`config.mk`:
```
export PLATFORM = sky130hd
export DESIGN_NAME = rca_2op_sub_seq
export DESIGN_NICKNAME = d
export VERILOG_FILES = /design/src/rtl/rca_sub_pkg.sv /design/src/rtl/sub_slice_2op.sv /design/src/rtl/rca_2op_sub_seq.sv
export SDC_FILE = /design/constraint.sdc
export NUM_CORES = 1
export LEC_CHECK = 0
export CORE_ASPECT_RATIO = 1.4
export CORE_UTILIZATION = 43
export CTS_CLUSTER_DIAMETER = 50
export DETAILED_ROUTE_END_ITERATION = 10
export GPL_ROUTABILITY_DRIVEN = 1
export HOLD_SLACK_MARGIN = 0.1
export PLACE_DENSITY = 0.75
export SLEW_MARGIN = 20
export SYNTH_ARGS = -nofsm -noshare
export SYNTH_HDL_FRONTEND = slang
export SYNTH_SLANG_ARGS = --single-unit
```
`constraint.sdc`:
```
create_clock -name clk -period 12.95 [get_ports clk]
set_clock_uncertainty 0.2 [all_clocks]
set_input_delay 3.885 -clock clk [delete_from_list [all_inputs] [get_ports clk]]
set_output_delay 3.885 -clock clk [all_outputs]
set_load 0.01 [all_outputs]
```
`src/rtl/rca_sub_pkg.sv`:
```
// Shared types and helpers for the sequential ripple-slice subtractor.
package rca_sub_pkg;

    typedef enum logic [1:0] {
        IDLE,
        RUN,
        DONE
    } state_e;

    // Number of ripple slices (and RUN cycles) needed for one operation.
    function automatic int unsigned nslice(input int unsigned width, input int unsigned slice);
        return width / slice;
    endfunction

endpackage

```
`src/rtl/sub_slice_2op.sv`:
```
// Combinational SLICE-bit ripple subtractor built from full-subtractor cells.
module sub_slice_2op #(
    parameter int unsigned SLICE = 8
) (
    input  logic [SLICE-1:0] a,
    input  logic [SLICE-1:0] b,
    input  logic             bin,
    output logic [SLICE-1:0] diff,
    output logic             bout
);

    logic [SLICE:0] bw;

    assign bw[0] = bin;

    for (genvar i = 0; i < SLICE; i++) begin : g_cell
        // Full subtractor: borrow when a < b + borrow-in at this bit.
        assign diff[i]  = a[i] ^ b[i] ^ bw[i];
        assign bw[i+1]  = (~a[i] & b[i]) | (~(a[i] ^ b[i]) & bw[i]);
    end

    assign bout = bw[SLICE];

endmodule

```
`src/rtl/rca_2op_sub_seq.sv`:
```
// Multi-cycle A - B - Bin, one SLICE-bit ripple slice per clock, LSB first,
// with the borrow carried between slices in a register. Also yields the
// zero / signed-less-than / signed-overflow flags of the full difference.
module rca_2op_sub_seq
    import rca_sub_pkg::*;
#(
    parameter int unsigned WIDTH = 16,
    parameter int unsigned SLICE = 8
) (
    input  logic             clk,
    input  logic             rst_n,
    input  logic             in_valid,
    output logic             in_ready,
    input  logic [WIDTH-1:0] A,
    input  logic [WIDTH-1:0] B,
    input  logic             Bin,
    output logic             out_valid,
    input  logic             out_ready,
    output logic [WIDTH:0]   D,
    output logic             zero,
    output logic             lt_s,
    output logic             ovf
);

    localparam int unsigned NSLICE = nslice(WIDTH, SLICE);
    localparam int unsigned KW     = (NSLICE > 1) ? $clog2(NSLICE) : 1;
    localparam logic [KW-1:0] KLAST = KW'(NSLICE - 1);

    if ((WIDTH % SLICE) != 0) begin : g_bad_slice
        $error("rca_2op_sub_seq: WIDTH must be a multiple of SLICE");
    end

    state_e           state_q, state_d;
    logic [KW-1:0]    k_q;
    logic [WIDTH-1:0] a_q, b_q;
    logic             borrow_q;
    logic [WIDTH:0]   d_q;
    logic             zero_acc_q;
    logic             zero_q, lt_s_q, ovf_q;

    logic [SLICE-1:0] a_sl, b_sl, diff_sl;
    logic             bout_sl;
    logic             last_slice;
    logic             slice_zero;
    logic [WIDTH:0]   d_next;
    logic             ovf_next;

    // Operand mux: pick slice k of the latched operands for the shared slice.
    assign a_sl       = a_q[int'(k_q) * SLICE +: SLICE];
    assign b_sl       = b_q[int'(k_q) * SLICE +: SLICE];
    assign last_slice = (k_q == KLAST);
    assign slice_zero = (diff_sl == '0);

    sub_slice_2op #(
        .SLICE (SLICE)
    ) u_slice (
        .a    (a_sl),
        .b    (b_sl),
        .bin  (borrow_q),
        .diff (diff_sl),
        .bout (bout_sl)
    );

    // Merge this cycle's slice into the accumulated difference; the top bit
    // ends up holding the final borrow once the last slice is written.
    always_comb begin
        d_next                             = d_q;
        d_next[int'(k_q) * SLICE +: SLICE] = diff_sl;
        d_next[WIDTH]                      = bout_sl;
        ovf_next = (a_q[WIDTH-1] != b_q[WIDTH-1]) & (d_next[WIDTH-1] != a_q[WIDTH-1]);
    end

    // State register.
    always_ff @(posedge clk or negedge rst_n) begin
        if (!rst_n) begin
            state_q <= IDLE;
        end else begin
            state_q <= state_d;
        end
    end

    // Next-state logic.
    always_comb begin
        state_d = state_q;
        case (state_q)
            IDLE:    if (in_valid)   state_d = RUN;
            RUN:     if (last_slice) state_d = DONE;
            DONE:    if (out_ready)  state_d = IDLE;
            default: state_d = IDLE;
        endcase
    end

    // Handshake outputs depend on state only.
    always_comb begin
        in_ready  = (state_q == IDLE);
        out_valid = (state_q == DONE);
    end

    // Datapath: latch operands, ripple one slice per RUN cycle, register flags.
    always_ff @(posedge clk or negedge rst_n) begin
        if (!rst_n) begin
            k_q        <= '0;
            a_q        <= '0;
            b_q        <= '0;
            borrow_q   <= 1'b0;
            d_q        <= '0;
            zero_acc_q <= 1'b0;
            zero_q     <= 1'b0;
            lt_s_q     <= 1'b0;
            ovf_q      <= 1'b0;
        end else begin
            case (state_q)
                IDLE: begin
                    if (in_valid) begin
                        a_q        <= A;
                        b_q        <= B;
                        borrow_q   <= Bin;
                        k_q        <= '0;
                        d_q        <= '0;
                        zero_acc_q <= 1'b1;
                    end
                end
                RUN: begin
                    d_q        <= d_next;
                    borrow_q   <= bout_sl;
                    zero_acc_q <= zero_acc_q & slice_zero;
                    k_q        <= k_q + KW'(1);
                    if (last_slice) begin
                        zero_q <= zero_acc_q & slice_zero;
                        ovf_q  <= ovf_next;
                        lt_s_q <= d_next[WIDTH-1] ^ ovf_next;
                    end
                end
                default: ;
            endcase
        end
    end

    assign D    = d_q;
    assign zero = zero_q;
    assign lt_s = lt_s_q;
    assign ovf  = ovf_q;

endmodule

```
======== Word level (Yosys, flattened, before mapping) ========
Index checks and enable logic that the tools add are counted.
operators by class
  reduce and logical (&&, ||, !) cells .... 7
  equal/unequal tests ..................... 7
  mux-type cells .......................... 13
  shift operators ......................... 4
  bitwise logic cells ..................... 59
  add/subtract/negate cells ............... 2
operator list
  cell                       count
  $neg A4 Y34                1
  $pmux W17 S2               1
  $shift A8 B34 Y17 const A  1
  $shiftx A8 B34 Y17         1
  $shiftx A16 B5 Y8          2
  $and A1 B1 Y1              18
  $bwmux W17                 1
  $mux W17                   1
  $xor A1 B1 Y1              17
  $not A1 Y1                 16
  $logic_not A8 Y1           1
  $or A1 B1 Y1               8
  $mux W2                    3
  $pmux W1 S2                3
  $pmux W2 S3                1
  $reduce_and A2 Y1          3
  $ne A2 B2 Y1 const B       2
  $mux W1                    3
  $reduce_and A3 Y1          1
  $eq A2 B1 Y1 const B       1
  $eq A2 B2 Y1 const B       1
  $logic_not A2 Y1           1
  $ne A1 B1 Y1               2
  $ne A2 B1 Y1 const B       1
  other kinds (2)            2
word-level totals
  bits in registers ....................... 57
  input bits .............................. 37

======== Longest topological paths before layout ========
  word-level depth ........................ 23
  mapped depth ............................ 16
  gate-level depth less buffers ........... 14

======== By module ========
A second synthesis with hierarchy kept.
unflattened totals
  cells, all modules ...................... 192
  area, all modules ....................... 2638.8 µm²
modules (own cells, without submodules)
  module           cells an instance  seq. area each (µm²)  times used  area an instance (µm²)
  rca_2op_sub_seq  166                1426.4                1           2411.1
  sub_slice_2op    26                 0.0                   1           227.7

======== Worst setup path before layout ========
Ideal clock, no wire load.
  path kind ............................... input-to-reg
  start ................................... input port in_valid
  end ..................................... register b_q[10]
  setup slack ............................. 7905 ps
  path buffers ............................ 1
  stages on the path ...................... 3
  data arrival time ....................... 4721 ps
  required time ........................... 12625 ps
  cell sequence ........................... nor3b_4 -> buf_4 -> mux2_2
on the way
  cells in the longest elaborated chain, start to end .. 1
ends and longest elaborated chain
  item                         line                    source
  start, declared              rca_2op_sub_seq.sv:12   input logic in_valid,
  $reduce_and A2 Y1 (no line)  --
  end signal, assigned         rca_2op_sub_seq.sv:104  b_q <= '0;
  end signal, assigned         rca_2op_sub_seq.sv:116  b_q <= B;
  end, declared                rca_2op_sub_seq.sv:35   logic [WIDTH-1:0] a_q, b_q;
Every way passes these cells.
A chain may end at the register's enable or synchronous reset.

======== Final worst setup path ========
  start ................................... register state_q[0]
  end ..................................... output port out_valid
on the way
  cells in the longest elaborated chain, start to end .. 1
ends and longest elaborated chain
  item                    line                   source
  start, declared         rca_2op_sub_seq.sv:33  state_e state_q, state_d;
  start signal, assigned  rca_2op_sub_seq.sv:78  state_q <= state_d;
  $eq A2 B2 Y1            rca_2op_sub_seq.sv:96  out_valid = (state_q == DONE);
  end, declared           rca_2op_sub_seq.sv:17  output logic out_valid,
Every way passes these cells.

==> metrics.txt <==
Main synth FF type=dfrtp_1; Inserted Clock Buffers=9; Hold Crit Start=lt_s; cts hold-fix bufs=0; final core occ=59.91%; num ports=59; # setup viols final=0; die height=93.27 um; Ant. Diodes=0; DR vias/cell=5.283; VDD IR max=0.0001251 V; fill count=478; Finished Cell Area=3358 um^2; minimum clock period=5705 ps; ANT nets after route=0; clock buffer depth=2; wire per inst=15.72 um; detailed placement HPWL=3527 um; gr ovfl total=0; Crit path required time=8860 ps; all-layer global routing usage=18.33%; post-placement cell count=300; vias in the first global route=1676; CP arrival=1620 ps; relative slew slack=52.24%; R2R depth=14; count leader, synth=dfrtp_1; largest net degree at the start of global routing=58; Residual DRC=0; drt initial violations=131; PD cells=280.9 nW/um^2; overall die area=6267 um^2; # nets final=288; Clock Sinks=57; synthesized area=2559 um^2; # rows=32; RSZ-0062 raised after global routing=false; Netlist cell types=29; Worst R2R End=ovf; root buffer cell=clkbuf_8; period utilisation layout=44.05%; reg2reg start=k_q; top cells by area, synth=dfrtp_1, mux2_2, fa_1; proportion of layout cells with a drive suffix above 1=23.58%; total core area=5605 um^2; Crit Path Max Fanout=10; Synth warnings=0; H-Tree Depth=3; Pins Over Slew Limit=0; status=finished clean; Detailed Route WL=4937 um; Max Cap Violations=0; cts repair resizes=0; TritonCTS clock tree=yes; Clock Latency Late Sink=340 ps; initial antenna violation count=0; Clock transition at path regs=60 ps; Yosys top cell area share=55.75%; fraction of registers with async set/reset=100.0%; crit end category=output pin; Layout area overhead=31.25%; Synth Register Bits=57; post-CTS setup buffer count=0; leakage power=1.421 nW; Seq/Total Area, Yosys=55.75%; syn avg cell area=14.29 um^2; crit path capture=out_valid; gpl congestion=0.7602; fin cells=314; worst-margin pin slew=716.5 ps; Fin. Hold Viols=0; global-route wire length before repair=8093 um; reg2reg setup slack=8290 ps; area of the multi-input gates=1071 um^2; first drt pass iteration count=4; Starting Density=45.65%; Synth area leader=dfrtp_1; via count=1659; Seq. cell area=1426 um^2; hold path depth=2; hold crit path type=reg2reg; # port buffers=58; setup TNS=0 ps; die width=67.20 um; Setup CP Type=reg2out; Post-Syn Nets=224; startpoint type of the worst setup path=register; DP Area=3196 um^2; fmax=0.1753 GHz; WHS=280.5 ps; Crit. Startpoint=state_q[0]; Post-synth EDFFs=0; Commonest cells post-synth=dfrtp_1, mux2_2, a22o_1; Cells after Synth=179
per-stage QoR:
| stage | total power [mW] | worst slack [ps] |
|---|---|---|
| 2_1_floorplan | 0.6491 | 7905 |
| 3_3_place_gp | 0.7971 | 7204 |
| 3_5_place_dp | 0.8124 | 7146 |
| 4_1_cts | 0.9548 | 7233 |
| 5_1_grt | 1.019 | 7141 |
| 6_report | 0.9434 | 7245 |
metal layers:
layer	wire length, um	track usage, %	up-vias
li1	-	-	770
met1	2108	23.43	829
met2	2499	28.00	51
met3	209	4.756	9
met4	120	9.752	0
met5	0	0	-
flip-flops by register name, summed over array words and instances, names as in the netlist:
signal      count
lt_s            1
b_q            16
state_q         2
zero_acc_q      1
borrow_q        1
a_q            16
zero            1
k_q             1
ovf             1
D              17
worst max-delay path, stage by stage, from the launching register on:
cell	delay (ps)
dfrtp_1	490
nand2b_1	210
inv_1	60
clkdlybuf4s50_1	520
how the worst min path moves through the flow:
stage	endpoint	slack, ps
detailed placement	lt_s	270
CTS	lt_s	290
global placement	lt_s	260
global route	D[0]	310
floorplan	b_q[1]	260
finish	lt_s	280
logic make-up after synthesis:
kind of cell,Yosys count,synth area share [%]
AO/OA/AOI/OAI,27,8.020
multiplexers,49,21.17
flip-flops,57,55.75
AND/OR/NAND/NOR,26,6.406
adder cells (fa/ha/maj),8,6.259
buffers and inverters,12,2.396
area by class of cell:
class / instances / area share, %
Tap cell: 68 / 2.534
Sequential cell: 57 / 42.47
Clock buffer: 14 / 4.844
Multi-Input combinational cell: 110 / 31.89
Inverter: 4 / 0.4471
Timing Repair Buffer: 61 / 17.81
cells in the final DEF (no fill, tap or decap):
master	n
nand2b_1	2
buf_2	1
nand2_1	5
nor3b_4	1
o2bb2ai_1	7
nor3_1	1
nor2b_1	3
and3b_1	1
clkbuf_8	11
inv_1	4
a22o_1	10
fa_1	8
a22oi_1	1
clkbuf_1	3
mux2_2	39
dfrtp_1	57
mux2i_1	8
buf_4	3
and4b_1	1
mux2_1	2
a31oi_1	1
nor3b_2	1
a21oi_1	1
or3b_2	1
nand3b_1	2
clkdlybuf4s50_1	57
o21bai_1	1
nor2_1	6
nor2_2	1
nand4_1	1
o21ai_0	6
power by group:
part	switching, mW	internal, mW	leakage (nW)
registers	0.0510	0.262	0.698
logic	0.231	0.258	0.640
clock network	0.0635	0.0779	0.0826
total	0.346	0.597	1.42
Note: power is estimated with default switching activity, not from simulation.
==> RTL change 1 (config.mk and constraints unchanged) <==
Encoding of `state_e`: now one-hot (3 bits for 3 states).
--- a/src/rtl/rca_sub_pkg.sv
+++ b/src/rtl/rca_sub_pkg.sv
@@ -1,10 +1,10 @@
 // Shared types and helpers for the sequential ripple-slice subtractor.
 package rca_sub_pkg;
 
-    typedef enum logic [1:0] {
-        IDLE,
-        RUN,
-        DONE
+    typedef enum logic [2:0] {
+        IDLE = 3'b001,
+        RUN  = 3'b010,
+        DONE = 3'b100
     } state_e;
 
     // Number of ripple slices (and RUN cycles) needed for one operation.
Behaviour: same outputs for any inputs over 10 cycles, from zero or initial values and one cycle with rst_n low; not proved beyond that.
==> RTL change 1 against the original RTL <==
- area after synthesis up 2.9%
- first-iteration DRC count down 37%
- cell area is 2.8% higher
- clock power is 26% higher
- via count rose by 0.60%
- wire length up 0.22%
- worst setup slack got worse by 0.061 ns
- register-to-register slack lost 0.03 ns
- total power grew 2.2%
- die area grew 2.9%
- sequential cell count increased by 1
- largest cell class unchanged
==> RTL change 1: results (changes against the original RTL) <==
* Global routing met2 resource utilization: 28.3% (+0.35 points)
- In this run the most critical hold path is launched from a_q[6].
- The layout net count is 298 (+3.5%).
- Met3 routed WL: 151 µm (-28%)
- The worst hold path terminates at a_q[6].
- The number of instances in the synthesized netlist is 190 (+6.1%).
- The worst register-to-register path ends at lt_s.
* Largest stage delay on the critical path: 0.57 ns (+0.05 ns)
- The total routing usage reported by global routing came to 17.8% (-0.50 points).
- Post-Route WL: 4950 µm (+0.22%)
* Arrival @ worst endpoint: 1.68 ns (+0.06 ns)
* Global routing usage on met3: 2.54% (-2.2 points)
* Cell leakage power: 0.00146 µW (+3.1%)
- Max rail drop VDD: 0.000117 V (-6.6%)
- Worst hold margin: 0.284 ns (+0.00323 ns)
- Compound-Gate Fraction of Synth Area: 6.98% (-1.0 points)
- The share of post-route cells with drive strength above 1 is 20.2% (-3.4 points).
- The distinct cell type count of the synthesized netlist is 33 (+14%).
- Result of the run: completed
* Relative slew margins: 51.8% (-0.42 points)
- Worst Path Max Fanout: 6 (-4)
* Worst slack, placed: 7.39 ns (+0.245 ns)
- The proportion of synthesized chip area in sequential cells was 55.2% (-0.59 points).
* Synth Net Count: 235 (+4.9%)
* Met1 usage in global routing: 21.2% (-2.2 points)
- The worst setup slack for register-to-register paths is 8.26 ns (-0.03 ns).
RTL change 1: changes by cell type in the layout (fill, tap and decap cells not counted), sizes merged, moves of 3 or more:
cell,delta
o21ai,+5
nand2,+8
nor2,-3
o2bb2ai,-7
RTL change 1: power breakdown:
part	total [µW]	internal, µW	switching (µW)
Combinational	471	247	224
Clock	177	110	66.7
Sequential	316	268	47.8
Total	964	626	338
RTL change 1: cell type report:
class                           count  area, µm²
Fill cell                         515       2410
Sequential cell                    58       1450
Multi-Input combinational cell    117       1070
Timing Repair Buffer               61        598
Clock buffer                       15        186
Tap cell                           70       87.6
Clock inverter                      1       30.0
Inverter                            6       22.5
RTL change 1: logic make-up (layout without fill, tap and decap cells):
kind of cell | Yosys count | in the layout
DFF | 58 | 58
and+or+nand+nor | 31 | 31
muxes | 50 | 50
AOI/OAI and AO/OA | 27 | 27
buffers and inverters | 15 | 83
adders and majority gates | 9 | 9
==> RTL change 2 (same settings) <==
Without the edit above. `SLICE` is set to 8 in 2 places; all go to 4.
--- a/src/rtl/sub_slice_2op.sv
+++ b/src/rtl/sub_slice_2op.sv
@@ -1,6 +1,6 @@
 // Combinational SLICE-bit ripple subtractor built from full-subtractor cells.
 module sub_slice_2op #(
-    parameter int unsigned SLICE = 8
+    parameter int unsigned SLICE = 4
 ) (
     input  logic [SLICE-1:0] a,
     input  logic [SLICE-1:0] b,
--- a/src/rtl/rca_2op_sub_seq.sv
+++ b/src/rtl/rca_2op_sub_seq.sv
@@ -5,7 +5,7 @@
     import rca_sub_pkg::*;
 #(
     parameter int unsigned WIDTH = 16,
-    parameter int unsigned SLICE = 8
+    parameter int unsigned SLICE = 4
 ) (
     input  logic             clk,
     input  logic             rst_n,
Function: changed (Yosys sat finds a counterexample within 4 cycles, from zero or initial values and one cycle with rst_n low).
==> RTL change 2 against the original RTL <==
- wire length increased by 5.9%
- worst setup slack got worse by 0.18 ns
- die area increased by 6.9%
- area after synthesis grew 7.1%
- sequential share of layout area is 1.3 points lower
- total power grew 0.59%
- cell area is 5.0% higher
- sequential cell count rose by 1
==> RTL change 2: results (changes against the original RTL) <==
- Result of the run: completed
- The endpoint identified for the worst register-to-register timing path is ovf.
- Vias post-DR: 1,773 (+6.9%)
- The total routing usage reported by global routing is 17.3% (-1.0 points).
- Launching instance or port of the critical path: state_q[1]
- Proportion of synthesized chip area in sequential cells: 53.0% (-2.8 points)
* Wire length of the first global-routing pass: 8560 µm (+5.8%)
- R2r worst-path depth: 10 (-4)
- The number of placed instances, taps included came to 314 (+4.7%).
- Post-detailed-placement cell area: 0.00337 mm² (+5.4%)
- Fraction of synthesized cell area taken by the top area cell type: 53.0% (-2.8 points)
- The slowest stage of the critical path belongs to the cell sky130_fd_sc_hd__dfrtp_1.
- Count of cell types in the netlist: 39 (+34%)
- The via count of the first global-routing pass came to 1,742 (+3.9%).
* Cell leakage power: 0.00150 µW (+5.3%)
* Max rail drop VDD: 0.000117 V (-6.5%)
- Routability congestion estimate from global placement: 0.802 (+5.5%)
- In this run the clock root is driven by a sky130_fd_sc_hd__clkbuf_8.
- The HPWL after detailed placement is 3780 µm (+7.3%).
* Register-to-register path setup slack: 8.64 ns (+0.35 ns)
- sky130_fd_sc_hd__dfrtp_1 takes more of the synthesized area than any other cell.
- The clock-pin slew reported for the worst setup and hold paths after clock tree synthesis came to 0.06 ns (about the same).
- The total routed wirelength came to 5230 µm (+5.9%).
- The hold-critical path depth was 2 (unchanged).
- The layout net count was 298 (+3.5%).
- Arrival @ worst endpoint: 1.80 ns (+0.18 ns)
- Number of warnings reported in the yosys synthesis log: 0 (unchanged)
- Flip-flop count of the largest register, all copies and words added: 17 (unchanged)
* Path category of the worst min-delay check: register to register
- The total clock buffers created by CTS came to 9 (unchanged).
* Worst reg2reg path startpoint: k_q[0]
- The number of inserted filler cells in the final layout came to 522 (+9.2%).
* Synth area leaders: sky130_fd_sc_hd__dfrtp_1 53%, sky130_fd_sc_hd__mux2_2 13%, sky130_fd_sc_hd__a22o_1 5.8%, sky130_fd_sc_hd__mux4_1 3.8%, sky130_fd_sc_hd__mux4_2 3.3%
- The worst hold path terminates at zero.
- The buffer depth of the longest clock path was 2 (unchanged).
- Iteration-0 DRC Markers: 80 (-39%)
* Count of buffers added by post-CTS timing repair for setup: 0 (unchanged)
* Worst Path Max Fanout: 14 (+4)
- Most instantiated cells after synthesis: 58 x sky130_fd_sc_hd__dfrtp_1, 32 x sky130_fd_sc_hd__mux2_2, 18 x sky130_fd_sc_hd__a22o_1
* Avg WL per Cell: 15.9 µm (+1.4%)
- Fraction of final layout cells sized beyond drive strength 1: 22.3% (-1.3 points)
- The post-synth net total came to 235 (+4.9%).
- Start point of the worst hold path: zero
- Maximum number of pins on one net before global-route repair: 59 (+1.7%)
- Number of antenna violations at the first check in global routing: 0 (unchanged)
- The slew of the pin with the lowest slew margin was 0.786 ns (+0.0693 ns).
* Router iterations before antenna repair: 4 (unchanged)
* # H-tree levels: 3 (unchanged)
- The mean cell area of the mapped netlist came to 14.4 µm² (+0.89%).
- Largest stage delay on the critical path: 0.65 ns (+0.13 ns)
* Async set or reset register ratio after synthesis: 100% (unchanged)
- Clock insertion delay at the later pin of the skew report: 0.33 ns
-- RTL change 2: cells by family (layout without fill, tap and decap cells) --
group	after synthesis	count (layout)	share of synthesized area, %
buf+inv	19	85	3.47
simple gates	27	27	7.85
compound gates	38	38	10.7
fa+ha+maj	8	8	4.75
flops	58	58	53.0
mux	40	40	20.3
-- RTL change 2: power by group --
| group | switching (µW) | internal, µW |
|---|---|---|
| logic | 229 | 251 |
| registers | 68.2 | 263 |
| clock network | 66.7 | 71.7 |
-- RTL change 2: worst max path at each step --
stage / endpoint / slack, ns
5_1_grt: out_valid / 7.00
4_1_cts: out_valid / 7.07
3_5_place_dp: b_q[14] / 7.20
2_1_floorplan: out_valid / 7.92
6_report: out_valid / 7.07
3_3_place_gp: a_q[6] / 7.24
-- RTL change 2: final cells by class --
cell class,instances,area share (%)
sequential,58,41.2
multi-input combinational,113,33.9
timing repair buffer,60,16.7
clock buffer,11,4.01
tap,72,2.56
inverter,11,1.17
clock inverter,3,0.497
-- RTL change 2: metrics by stage --
stage	util (%)	worst slack [ns]	power (µW)	hold WS [ns]
6_report	57.2	7.07	949	0.280
5_1_grt	57.2	7.00	1020	0.305
4_1_cts	57.2	7.07	960	0.284
3_5_place_dp	54.6	7.20	821	0.270
3_3_place_gp	54.6	7.24	804	0.268
2_1_floorplan	-	7.92	662	0.272
-- RTL change 2: layer usage --
layer	track usage, %	share of wire, %	vias up
met2	29.3	52	46
met1	20.6	43	892
met3	2.70	3.5	8
met5	0	0	-
met4	11.7	2.0	0
li1	-	-	827
-- RTL change 2: critical path: cells and delay by family (launching register included) --
kind	cells	cell delay, ns
buffers and inverters	2	0.70
and+or+nand+nor	1	0.13
DFF	1	0.65
